<file path="config.mk">
export PLATFORM = sky130hd
export DESIGN_NAME = gelato_warp_issue_scheduler
export DESIGN_NICKNAME = d
export VERILOG_FILES = /design/src/rtl/gelato_warp_issue_scheduler.sv
export SDC_FILE = /design/constraint.sdc
export NUM_CORES = 1
export LEC_CHECK = 0
export CAP_MARGIN = 20
export CORE_MARGIN = 10
export CORE_UTILIZATION = 57
export CTS_CLUSTER_DIAMETER = 100
export DETAILED_ROUTE_END_ITERATION = 10
export PLACE_DENSITY_LB_ADDON = 0.1
export SYNTH_ARGS = -nofsm -noshare
export SYNTH_HDL_FRONTEND = slang
export SYNTH_SLANG_ARGS = --single-unit
</file>
<file path="constraint.sdc">
create_clock -name clk -period 11.5 [get_ports clk]
set_input_delay 2.3 -clock clk [delete_from_list [all_inputs] [get_ports clk]]
set_output_delay 2.3 -clock clk [all_outputs]
set_load 0.05 [all_outputs]
</file>
<file path="src/rtl/gelato_warp_issue_scheduler.sv">
// gelato_warp_issue_scheduler: per-warp hazard-checked issue selection with an integrated scoreboard
module gelato_warp_issue_scheduler #(
    parameter int WARP_NUM = 8,
    parameter int SB_DEPTH = 4,
    parameter int REG_W    = 5,
    parameter int INST_W   = 32,
    parameter int WID_W    = $clog2(WARP_NUM)
) (
    input  logic                       clk,
    input  logic                       rst_n,
    input  logic                       rdy,
    input  logic                       policy,
    input  logic [WARP_NUM-1:0]        ibuf_valid,
    input  logic [WARP_NUM*INST_W-1:0] ibuf_inst,
    input  logic [WARP_NUM*REG_W-1:0]  ibuf_rd,
    input  logic [WARP_NUM*REG_W-1:0]  ibuf_rs1,
    input  logic [WARP_NUM*REG_W-1:0]  ibuf_rs2,
    output logic [WARP_NUM-1:0]        ibuf_pop,
    output logic                       issue_valid,
    input  logic                       issue_ready,
    output logic [INST_W-1:0]          issue_inst,
    output logic [WID_W-1:0]           issue_warp,
    input  logic                       wb_valid,
    input  logic [WID_W-1:0]           wb_warp,
    input  logic [REG_W-1:0]           wb_rd,
    output logic                       sb_err
);
    localparam int SB_W = SB_DEPTH > 1 ? $clog2(SB_DEPTH) : 1;

    logic [SB_DEPTH-1:0] sb_v [WARP_NUM];
    logic [REG_W-1:0]    sb_r [WARP_NUM][SB_DEPTH];
    logic [WID_W-1:0]    last_warp, sel, idx;
    logic [WARP_NUM-1:0] elig, hazard, full;
    logic [REG_W-1:0]    sel_rd, rd, rs1, rs2;
    logic [SB_W-1:0]     alloc_idx, wb_idx;
    logic                load, found, wb_hit;

    // hazard/full/eligibility per warp, from registered scoreboard state only
    always_comb begin
        hazard = '0;
        full   = '0;
        elig   = '0;
        rd     = '0;
        rs1    = '0;
        rs2    = '0;
        for (int w = 0; w < WARP_NUM; w++) begin
            rd      = ibuf_rd[w*REG_W +: REG_W];
            rs1     = ibuf_rs1[w*REG_W +: REG_W];
            rs2     = ibuf_rs2[w*REG_W +: REG_W];
            full[w] = &sb_v[w];
            for (int e = 0; e < SB_DEPTH; e++)
                if (sb_v[w][e] && sb_r[w][e] != '0 && (sb_r[w][e] == rs1 || sb_r[w][e] == rs2 || sb_r[w][e] == rd))
                    hazard[w] = 1'b1;
            elig[w] = ibuf_valid[w] && !hazard[w] && (rd == '0 || !full[w]);
        end
    end

    // warp selection, load decision, pop pulse and scoreboard slot lookup
    always_comb begin
        sel   = last_warp;
        found = 1'b0;
        idx   = '0;
        for (int i = 1; i <= WARP_NUM; i++) begin
            idx = last_warp + WID_W'(i);
            if (!found && elig[idx]) begin
                sel   = idx;
                found = 1'b1;
            end
        end
        if (policy && elig[last_warp])
            sel = last_warp;
        load      = rdy && (!issue_valid || issue_ready) && |elig;
        ibuf_pop  = (load && rst_n) ? (WARP_NUM'(1) << sel) : '0;
        sel_rd    = ibuf_rd[int'(sel)*REG_W +: REG_W];
        alloc_idx = '0;
        wb_idx    = '0;
        wb_hit    = 1'b0;
        for (int e = SB_DEPTH - 1; e >= 0; e--) begin
            if (!sb_v[sel][e])
                alloc_idx = SB_W'(e);
            if (sb_v[wb_warp][e] && sb_r[wb_warp][e] == wb_rd) begin
                wb_idx = SB_W'(e);
                wb_hit = 1'b1;
            end
        end
    end

    // issue register, scoreboard release/allocate (allocate wins on a shared slot) and sticky error
    always_ff @(posedge clk or negedge rst_n) begin
        if (!rst_n) begin
            issue_valid <= 1'b0;
            issue_inst  <= '0;
            issue_warp  <= '0;
            sb_err      <= 1'b0;
            last_warp   <= '1;
            for (int w = 0; w < WARP_NUM; w++) begin
                sb_v[w] <= '0;
                for (int e = 0; e < SB_DEPTH; e++)
                    sb_r[w][e] <= '0;
            end
        end else begin
            if (wb_valid) begin
                if (wb_hit && wb_rd != '0)
                    sb_v[wb_warp][wb_idx] <= 1'b0;
                else
                    sb_err <= 1'b1;
            end
            if (load) begin
                issue_valid <= 1'b1;
                issue_inst  <= ibuf_inst[int'(sel)*INST_W +: INST_W];
                issue_warp  <= sel;
                last_warp   <= sel;
                if (sel_rd != '0) begin
                    sb_v[sel][alloc_idx] <= 1'b1;
                    sb_r[sel][alloc_idx] <= sel_rd;
                end
            end else if (rdy && issue_ready) begin
                issue_valid <= 1'b0;
            end
        end
    end
endmodule
</file>
# After elaboration in Yosys (flattened, before gate mapping)
# Cells that the tools add are included.
totals:
  reg_bits: 232
  latch_bits: 0
  mem_bits_rw: 0
  romBits: 0
  out_inout_bits: 45
  memories: 0
classes:
  add_sub_neg: 7
  mul: 1
  div_mod_pow: 0
  magnitude_cmp: 18
  n_eq_ne: 100
  n_shift: 3
  n_mux: 105
  bitwise: 7
  n_reduce_logical: 253
op_table:
  columns: ["operator", "n"]
  rows:
  - ["$eq 5x5->1", 100]
  - ["$shiftx 256x9->32", 1]
  - ["$reduce_bool 5->1", 34]
  - ["$bwmux 160", 1]
  - ["$mux 32", 4]
  - ["$logic_and 1x1->1", 102]
  - ["$logic_or 1x1->1", 73]
  - ["$bmux 20 s3", 1]
  - ["$demux 20 s3", 1]
  - ["$mux 20", 3]
  - ["$mux 1", 55]
  - ["$logic_not 5->1", 8]
  - ["$shiftx 40x7->5", 1]
  - ["$and 32x32->32", 1]
  - ["$lt 3x4->1 const B", 8]
  - ["$not 32->32", 1]
  - ["$or 32x32->32", 1]
  - ["$reduce_and 4->1", 8]
  - ["$mux 3", 9]
  - ["$bmux 1 s3", 8]
  - ["$bmux 4 s3", 2]
  - ["$demux 4 s3", 2]
  - ["$logic_not 1->1", 24]
  - ["$mux 4", 6]
  - ["22 further kinds", 40]

# Longest topological paths before layout
# Gate-level depths: netlist of run 1.
logic_depth:
  word_depth: 53
  mapped_depth: 24
  depth_no_buf: 17

# Worst setup path after synthesis of run 1
# Ideal clock, no wire load.
synth_path:
  path_type: "input -> output"
  from: "input port ibuf_rd[5]"
  to: "output port ibuf_pop[4]"
  arrival_time_ps: 6876
  t_required_ps: 9200
  slack_ps: 2324
  cell_stages: 21
  path_cell_list: "clkbuf_1 nor3_1 a21o_1 o211ai_1 a211o_1 or4_1 and3_1 a21o_1 o21a_1 nand3_1 o21a_1 o22ai_1 a21oi_1 clkbuf_1 buf_2 buf_2 buf_2 buf_1 clkbuf_1 nand3_1 nor2_1"
synth_via:
  elab_chain_cells: 37
  elab_cells_between_ends: 73
  cone_classes: "4 x eq/ne; 1 x shift; 37 x mux; 31 x reduce/logical"
synth_rtl:
  columns: ["item", "line_no", "rtl"]
  rows:
  - ["start: declaration", "15", "input logic [WARP_NUM*REG_W-1:0] ibuf_rd,"]
  - ["$eq 5x5->1", "52", "if (sb_v[w][e] && sb_r[w][e] != '0 && (sb_r[w][e] == rs1 || sb_r[w][e] == rs2 || sb_r[w][e] == rd))"]
  - ["$logic_or 1x1->1", "52", null]
  - ["$logic_and 1x1->1", "52", null]
  - ["$mux 1 (4 in a row)", "52", null]
  - ["$logic_not 1->1", "54", "elig[w] = ibuf_valid[w] && !hazard[w] && (rd == '0 || !full[w]);"]
  - ["$logic_and 1x1->1", "54", null]
  - ["$logic_and 1x1->1 (*)", "54", null]
  - ["$bmux 1 s3", "65", "if (!found && elig[idx]) begin"]
  - ["[18 not listed]", null, null]
  - ["$logic_and 1x1->1", "65", null]
  - ["$mux 1", "65", null]
  - ["$logic_not 1->1", "65", null]
  - ["$logic_and 1x1->1", "65", null]
  - ["$mux 3", "65", null]
  - ["$mux 3", "70", "if (policy && elig[last_warp])"]
  - ["$shl 1x3->8", "73", "ibuf_pop = (load && rst_n) ? (WARP_NUM'(1) << sel) : '0;"]
  - ["$mux 8 (*)", "73", null]
  - ["end: declaration", "18", "output logic [WARP_NUM-1:0] ibuf_pop,"]
# Mark *: on every way between the ends. The rest lies on a longest branch, timed or not. The select of a mux whose other input is x is not followed.

# Worst setup path in the final report of run 1
layout_path:
  from: "input port ibuf_rd[33]"
  to: "output port ibuf_pop[0]"
# Same word-level chain as after synthesis.

==> summary.md, run 1 <==
| Metric | Value |
|---|---|
| IO Port Bufs | 442 |
| Sequential area share after synthesis | 0.272 |
| Filler instances | 2759 |
| Clock Pin Slew Worst Setup and Hold Paths | 60 ps |
| Routed vias | 21.5k |
| Die extent in x | 214 um |
| CP Data Required Time | 9200 ps |
| Drc violations | 0 |
| Min Tclk post-route | 10410 ps |
| Die H | 214 um |
| Clk Latency, worst-skew pair | 570 ps |
| DPL Wire Length | 76.0 mm |
| Routed wire length | 98.0 mm |
| Hold_buf cts | 0 |
| Nets@finish | 3024 |
| # H-tree levels | 1 |
| DP Area | 25500 um^2 |
| Slew Limit Fails | 0 |
| CTS tree | yes |
| Core outline area | 36800 um^2 |
| DP Worst Slack | 1390 ps |
| Syn_area_per_cell | 8.79 um^2 |
| Critical-path maximum fanout | 8 |
| Syn Inst Count | 2429 |
| Io pins | 443 |
| Final worst slack | 1090 ps |
| Setup crit end kind | output pin |
| Highest clock rate | 0.0961 GHz |
| Cts bufs inserted | 27 |
| Yosys warns | 0 |
| Final hold violations | 0 |
| Average routed wire per standard cell | 31.5 um |
| Critical path type | in2out |
| Largest net degree at the start of global routing | 136 |
| Clk buf depth | 3 |
| Total track usage | 0.414 |
| Synthesized area | 21400 um^2 |
| Asr flop ratio synth | 1.00 |
| Worst hold path class | reg2reg |
| Initial antenna violation count | 9 |
| Num rows | 70 |
| Synth Flop Type | dfrtp_1 |
| Worst slew pin tran | 1220 ps |
| Slew headroom | 0.184 |
| Uppermost layer routed | met5 |
| Pre-antenna DRT Iters | 7 |
| Clock skew | 22.2 ps |
| Status | complete, no violations |
| Synthesized Nets | 2829 |
| CP arrival | 8110 ps |
| Global route total overflow | 0 |
| CTS sink count | 232 |
| Fin crit share | 0.905 |
| Post-CTS resize count | 0 |
| Routed Antenna Nets | 0 |
| Final-report setup violation count | 0 |
| Area delta synth->final | 23.8% |
| Root Driver | clkbuf_16 |
| Final RePlAce weighted congestion | 1.09 |
| Setup crit start kind | input pin |
| Count of cell types in the netlist | 80 |
| Vias in the first global route | 21.5k |
| RSZ-0062 raised after global routing | false |
| Die Area | 45600 um^2 |
| Post-CTS Setup Bufs | 0 |
| DR WL met2 | 42.5 mm |
| Post-synth EDFFs | 0 |
| Initial Utilization | 0.580 |
| Post-route cell area | 26400 um^2 |
| DRT met1 WL | 35.4 mm |
| Max-Cap Viols | 0 |
| Met3 WL | 13.7 mm |
| Most frequent cells in the layout | 441 x clkdlybuf4s50_1, 281 x xor2_1, 229 x dfrtp_1 |
| Setup_tns | 0 ps |
| Commonest non-fill, non-tap cell in the layout | clkdlybuf4s50_1 |
| Share of layout cells above drive strength 1 | 0.108 |
| #FFs+latches synth | 232 |
| Final non-filler cell total | 3116 |
| Via density | 6.89 |
| Initial DRC count | 3031 |
| First-pass GRT wire length | 141 mm |
| Placed Cells | 3062 |
[worst max-delay path, stage by stage]
cell,delay (ps)
clkdlybuf4s50_1,730
xor2_1,200
nor2_1,70
a22oi_1,150
o21ai_1,110
nor4_2,860
mux2_2,340
a21o_1,260
mux2i_1,200
inv_1,150
o32ai_1,100
o311ai_1,680
and2_1,580
nand2_1,340
nor2_1,190
clkdlybuf4s50_1,840
[cell usage after synthesis (all sizes together) (4+ instances only)]
master,number,area [um^2]
nand3,120,701
o211ai,12,100
mux2i,93,931
o221ai,4,35.0
and4b,5,50.1
o2111ai,4,35.0
nor2,95,357
mux4,13,293
or2,9,56.3
o211a,8,80.1
o21ai,113,566
dfrtp,229,5730
nand2b,13,81.3
or4,34,259
nor4b,7,116
nor2b,41,257
nand4b,4,50.1
a22o,30,263
nand2,110,413
a22oi,71,533
xor2,281,2460
xnor2,228,2020
a21oi,72,360
a211oi,67,508
a31oi,23,144
a21o,11,82.6
inv,10,37.5
nor3,89,445
a2111oi,7,61.3
o22ai,12,75.1
clkbuf,253,952
buf,57,264
nor4,17,186
o31ai,4,30.0
mux2,180,2030
or3,11,68.8
and2,10,62.6
a221oi,4,35.0
nand4,41,257
[worst paths after layout]
kind | startpoint | end | slack, ps | cells past startpoint
max | ibuf_rd[33] | ibuf_pop[0] | 1090 | 16
min | sb_err$_DFFE_PN0P_ | sb_err$_DFFE_PN0P_ | 470 | 1
max reg2reg | sb_r[27]$_DFFE_PN0P_ | sb_r[93]$_DFFE_PN0P_ | 3230 | 19
min reg2reg | sb_err$_DFFE_PN0P_ | sb_err$_DFFE_PN0P_ | 470 | 1
max in group asynchronous | rst_n | issue_inst[30]$_DFFE_PN0P_ | 7950 | 3
min in group asynchronous | rst_n | sb_v[18]$_DFF_PN0_ | 1650 | 1
[layout make-up]
type                    instances  area, um^2  share of cell area
multi-input cells            1875       14300               0.542
flip-flops and latches        232        5810               0.220
repair buffers                476        4710               0.178
clock buffers                  33         748              0.0283
well taps                     468         586              0.0222
clock inverters                16         188             0.00710
inverters                      12        45.0             0.00170
diodes                          4        10.0            0.000379
[stage by stage]
| step | hold slack (ps) | util |
|---|---|---|
| detailed placement | 461 | 0.692 |
| floorplan | 514 | - |
| CTS | 475 | 0.718 |
| finish | 474 | 0.718 |
| global placement | 445 | 0.692 |
| global route | 499 | 0.718 |
[cell families (layout without fill, tap and decap cells)]
| family | count (synthesis) | count (layout) | share of synthesized area |
|---|---|---|---|
| simple gates | 613 | 613 | 0.160 |
| xor+xnor | 509 | 509 | 0.210 |
| fa+ha+maj | 2 | 2 | 0.00117 |
| other cells | 0 | 4 | 0 |
| buf+inv | 322 | 537 | 0.0591 |
| flops | 232 | 232 | 0.272 |
| compound gates | 465 | 465 | 0.146 |
| mux | 286 | 286 | 0.152 |
[routing by layer]
| metal | up-vias | global-route usage |
|---|---|---|
| met2 | 1786 | 0.623 |
| met1 | 10300 | 0.517 |
| li1 | 8981 | - |
| met4 | 8 | 0.225 |
| met5 | - | 0 |
| met3 | 430 | 0.138 |
[sequential cells by signal, indices dropped and copies added (netlist names)]
register / flops
issue_warp: 3
sb_r: 160
issue_valid: 1
sb_err: 1
sb_v: 32
issue_inst: 32
last_warp: 3
Power of run 1 is left out: the tool's default activity adds up to more than one toggle a clock period on the data nets, which glitch-free logic cannot reach.
==> run 2, diff against run 1 <==
- PLACE_DENSITY: default -> 0.88
- PLACE_DENSITY_LB_ADDON: 0.1 -> default
==> run 2 against run 1 <==
Compared with the run above: setup slack gained 59 ps; largest cell class unchanged; sequential cell count unchanged; global-route usage fell by 1.4 points; via count rose by 0.39%; core utilization down 0.24 points; first-iteration DRC count is 0.13% lower; critical path type unchanged; clock skew decreased by 10 ps; cell count barely moved; register-to-register slack improved by 410 ps; sequential share of layout area is 0.073 points higher; count of clock-buffer cells in the layout decreased by 3.
==> summary.md, run 2 (synthesis gave the netlist of run 1 again) <==
| Metric | Value |
|---|---|
| CTS tree | yes (unchanged) |
| Clock Pin Slew Worst Setup and Hold Paths | 60 ps (about the same) |
| Initial antenna violation count | 8 (was 9) |
| Average routed wire per standard cell | 30.5 um (was 31.5 um) |
| DP Worst Slack | 1450 ps (was 1390 ps) |
| Clk Latency, worst-skew pair | 540 ps (was 570 ps) |
| Num rows | 70 (unchanged) |
| Post-CTS Setup Bufs | 0 (unchanged) |
| Post-CTS resize count | 0 (unchanged) |
| Max-Cap Viols | 0 (unchanged) |
| Slew headroom | 0.200 (was 0.184) |
| DPL Wire Length | 73.1 mm (was 76.0 mm) |
| Hold_buf cts | 0 (unchanged) |
| Commonest non-fill, non-tap cell in the layout | clkdlybuf4s50_1 (unchanged) |
| Root Driver | clkbuf_16 (unchanged) |
| Initial DRC count | 3027 (was 3031) |
| CTS sink count | 232 (unchanged) |
| Fin crit share | 0.900 (was 0.905) |
| Final non-filler cell total | 3115 (was 3116) |
| Worst slew pin tran | 1190 ps (was 1220 ps) |
| Pre-antenna DRT Iters | 7 (unchanged) |
| Die extent in x | 214 um (unchanged) |
| Area delta synth->final | 23.3% (was 23.8%) |
| R2R Path Start | sb_r[111]$_DFFE_PN0P_ (was sb_r[27]$_DFFE_PN0P_) |
| Share of layout cells above drive strength 1 | 0.104 (was 0.108) |
| Final hold violations | 0 (unchanged) |
| Setup crit start kind | input pin (unchanged) |
| Hold Crit Start | issue_inst[12]$_DFFE_PN0P_ (was sb_err$_DFFE_PN0P_) |
| Final RePlAce weighted congestion | 1.15 (was 1.09) |
| CP Data Required Time | 9200 ps (about the same) |
| Initial Utilization | 0.580 (unchanged) |
| Status | complete, no violations (unchanged) |
| Die Area | 45600 um^2 (unchanged) |
| Cts bufs inserted | 25 (was 27) |
| Flop-to-flop setup slack | 3640 ps (was 3230 ps) |
| Largest net degree at the start of global routing | 149 (was 136) |
| Setup_tns | 0 ps (unchanged) |
| Clock skew | 11.9 ps (was 22.2 ps) |
| Core outline area | 36800 um^2 (unchanged) |
| Top reg by flops | sb_r (unchanged) |
| Global route total overflow | 0 (unchanged) |
| Critical path type | in2out (unchanged) |
| Vias in the first global route | 21.6k (was 21.5k) |
| Routed Antenna Nets | 0 (unchanged) |
| Setup crit end kind | output pin (unchanged) |
| Worst hold path class | reg2reg (unchanged) |
| Clk buf depth | 3 (unchanged) |
| WHS | 530 ps (was 474 ps) |
| Most frequent cells in the layout | 441 x clkdlybuf4s50_1, 281 x xor2_1, 229 x dfrtp_1 (unchanged) |
| Nets@finish | 3018 (was 3024) |
| Via density | 6.92 (was 6.89) |
| Cells on Worst Hold Path | 2 (was 1) |
| Largest regs | sb_r (160), issue_inst (32), sb_v (32) (unchanged) |
| Placed Cells | 3059 (was 3062) |
| # H-tree levels | 1 (unchanged) |
| Die H | 214 um (unchanged) |
| CP arrival | 8050 ps (was 8110 ps) |
| R2r endpoint | sb_r[67]$_DFFE_PN0P_ (was sb_r[93]$_DFFE_PN0P_) |
| Total track usage | 0.400 (was 0.414) |
| IO Port Bufs | 442 (unchanged) |
| Drc violations | 0 (unchanged) |
| Hold endpoint | issue_inst[12]$_DFFE_PN0P_ (was sb_err$_DFFE_PN0P_) |
| Routed wire length | 95.1 mm (was 98.0 mm) |
| First-pass GRT wire length | 138 mm (was 141 mm) |
| RSZ-0062 raised after global routing | false (unchanged) |
| Critical-path maximum fanout | 7 (was 8) |
| Largest register FFs | 160 (unchanged) |
| Min Tclk post-route | 10350 ps (was 10410 ps) |
| Slew Limit Fails | 0 (unchanged) |
| Highest clock rate | 0.0966 GHz (was 0.0961 GHz) |
| Final worst slack | 1150 ps (was 1090 ps) |
| Routed vias | 21.5k (about the same) |
| Final-report setup violation count | 0 (unchanged) |
| Reg2reg path depth | 19 (unchanged) |
| Io pins | 443 (unchanged) |
run 2: cell types whose count changed in the layout (fill, tap and decap cells not counted):
cell        before  now
and4b_1          3    5
and4b_2          2    0
buf_1            1    0
buf_4           31   28
clkbuf_1         1    2
clkbuf_16       27   25
clkbuf_8         5    3
clkinv_2         5    2
clkinv_4         3    1
clkinvlp_4       2    6
diode_2          4   11
run 2: worst max-delay path by stage:
stage	depth (start not counted)	to	slack [ps]	startpoint
2_1_floorplan	21	ibuf_pop[4]	2320	ibuf_rd[5]
3_3_place_gp	16	ibuf_pop[0]	1570	ibuf_rd[13]
3_5_place_dp	15	ibuf_pop[0]	1450	ibuf_rd[12]
4_1_cts	16	ibuf_pop[0]	1420	ibuf_rd[12]
5_1_grt	16	ibuf_pop[0]	910	ibuf_rd[12]
6_report	15	ibuf_pop[0]	1150	ibuf_rd[12]
run 2: layer usage:
metal  share of wire  global-route usage  routed length, um
met2            0.44               0.607              42000
met1            0.34               0.472              32600
met3            0.15               0.179              14700
met5               0                   0                  0
met4           0.062               0.206               5860
run 2: final cells by class:
type                            instances  area [um^2]
Clock buffer                           30          674
Sequential cell                       232         5810
Timing Repair Buffer                  472         4680
Tap cell                              468          586
Clock inverter                         15          185
Multi-Input combinational cell       1875        14300
Inverter                               12         45.0
Fill cell                            2718        10400
Antenna cell                           11         27.5
run 2: critical path, cell delays in order:
cell and delay, ps:
clkdlybuf4s50_1 570, nor3_1 280, a21o_1 150, o211a_1 140, o21ai_1 70, nor4_2 1000
mux4_2 530, o21ai_0 260, nand3_1 180, o32ai_1 100, o311ai_1 530, and2_1 520
nand2_1 370, nor2_1 200, clkdlybuf4s50_1 830
run 2: per-stage QoR:
stage / utilization / area, um^2
2_1_floorplan: - / 21400
6_report: 0.716 / 26300
3_5_place_dp: 0.692 / 25500
5_1_grt: 0.716 / 26300
3_3_place_gp: 0.692 / 25500
4_1_cts: 0.715 / 26300
Power of run 2 is left out for the same reason.
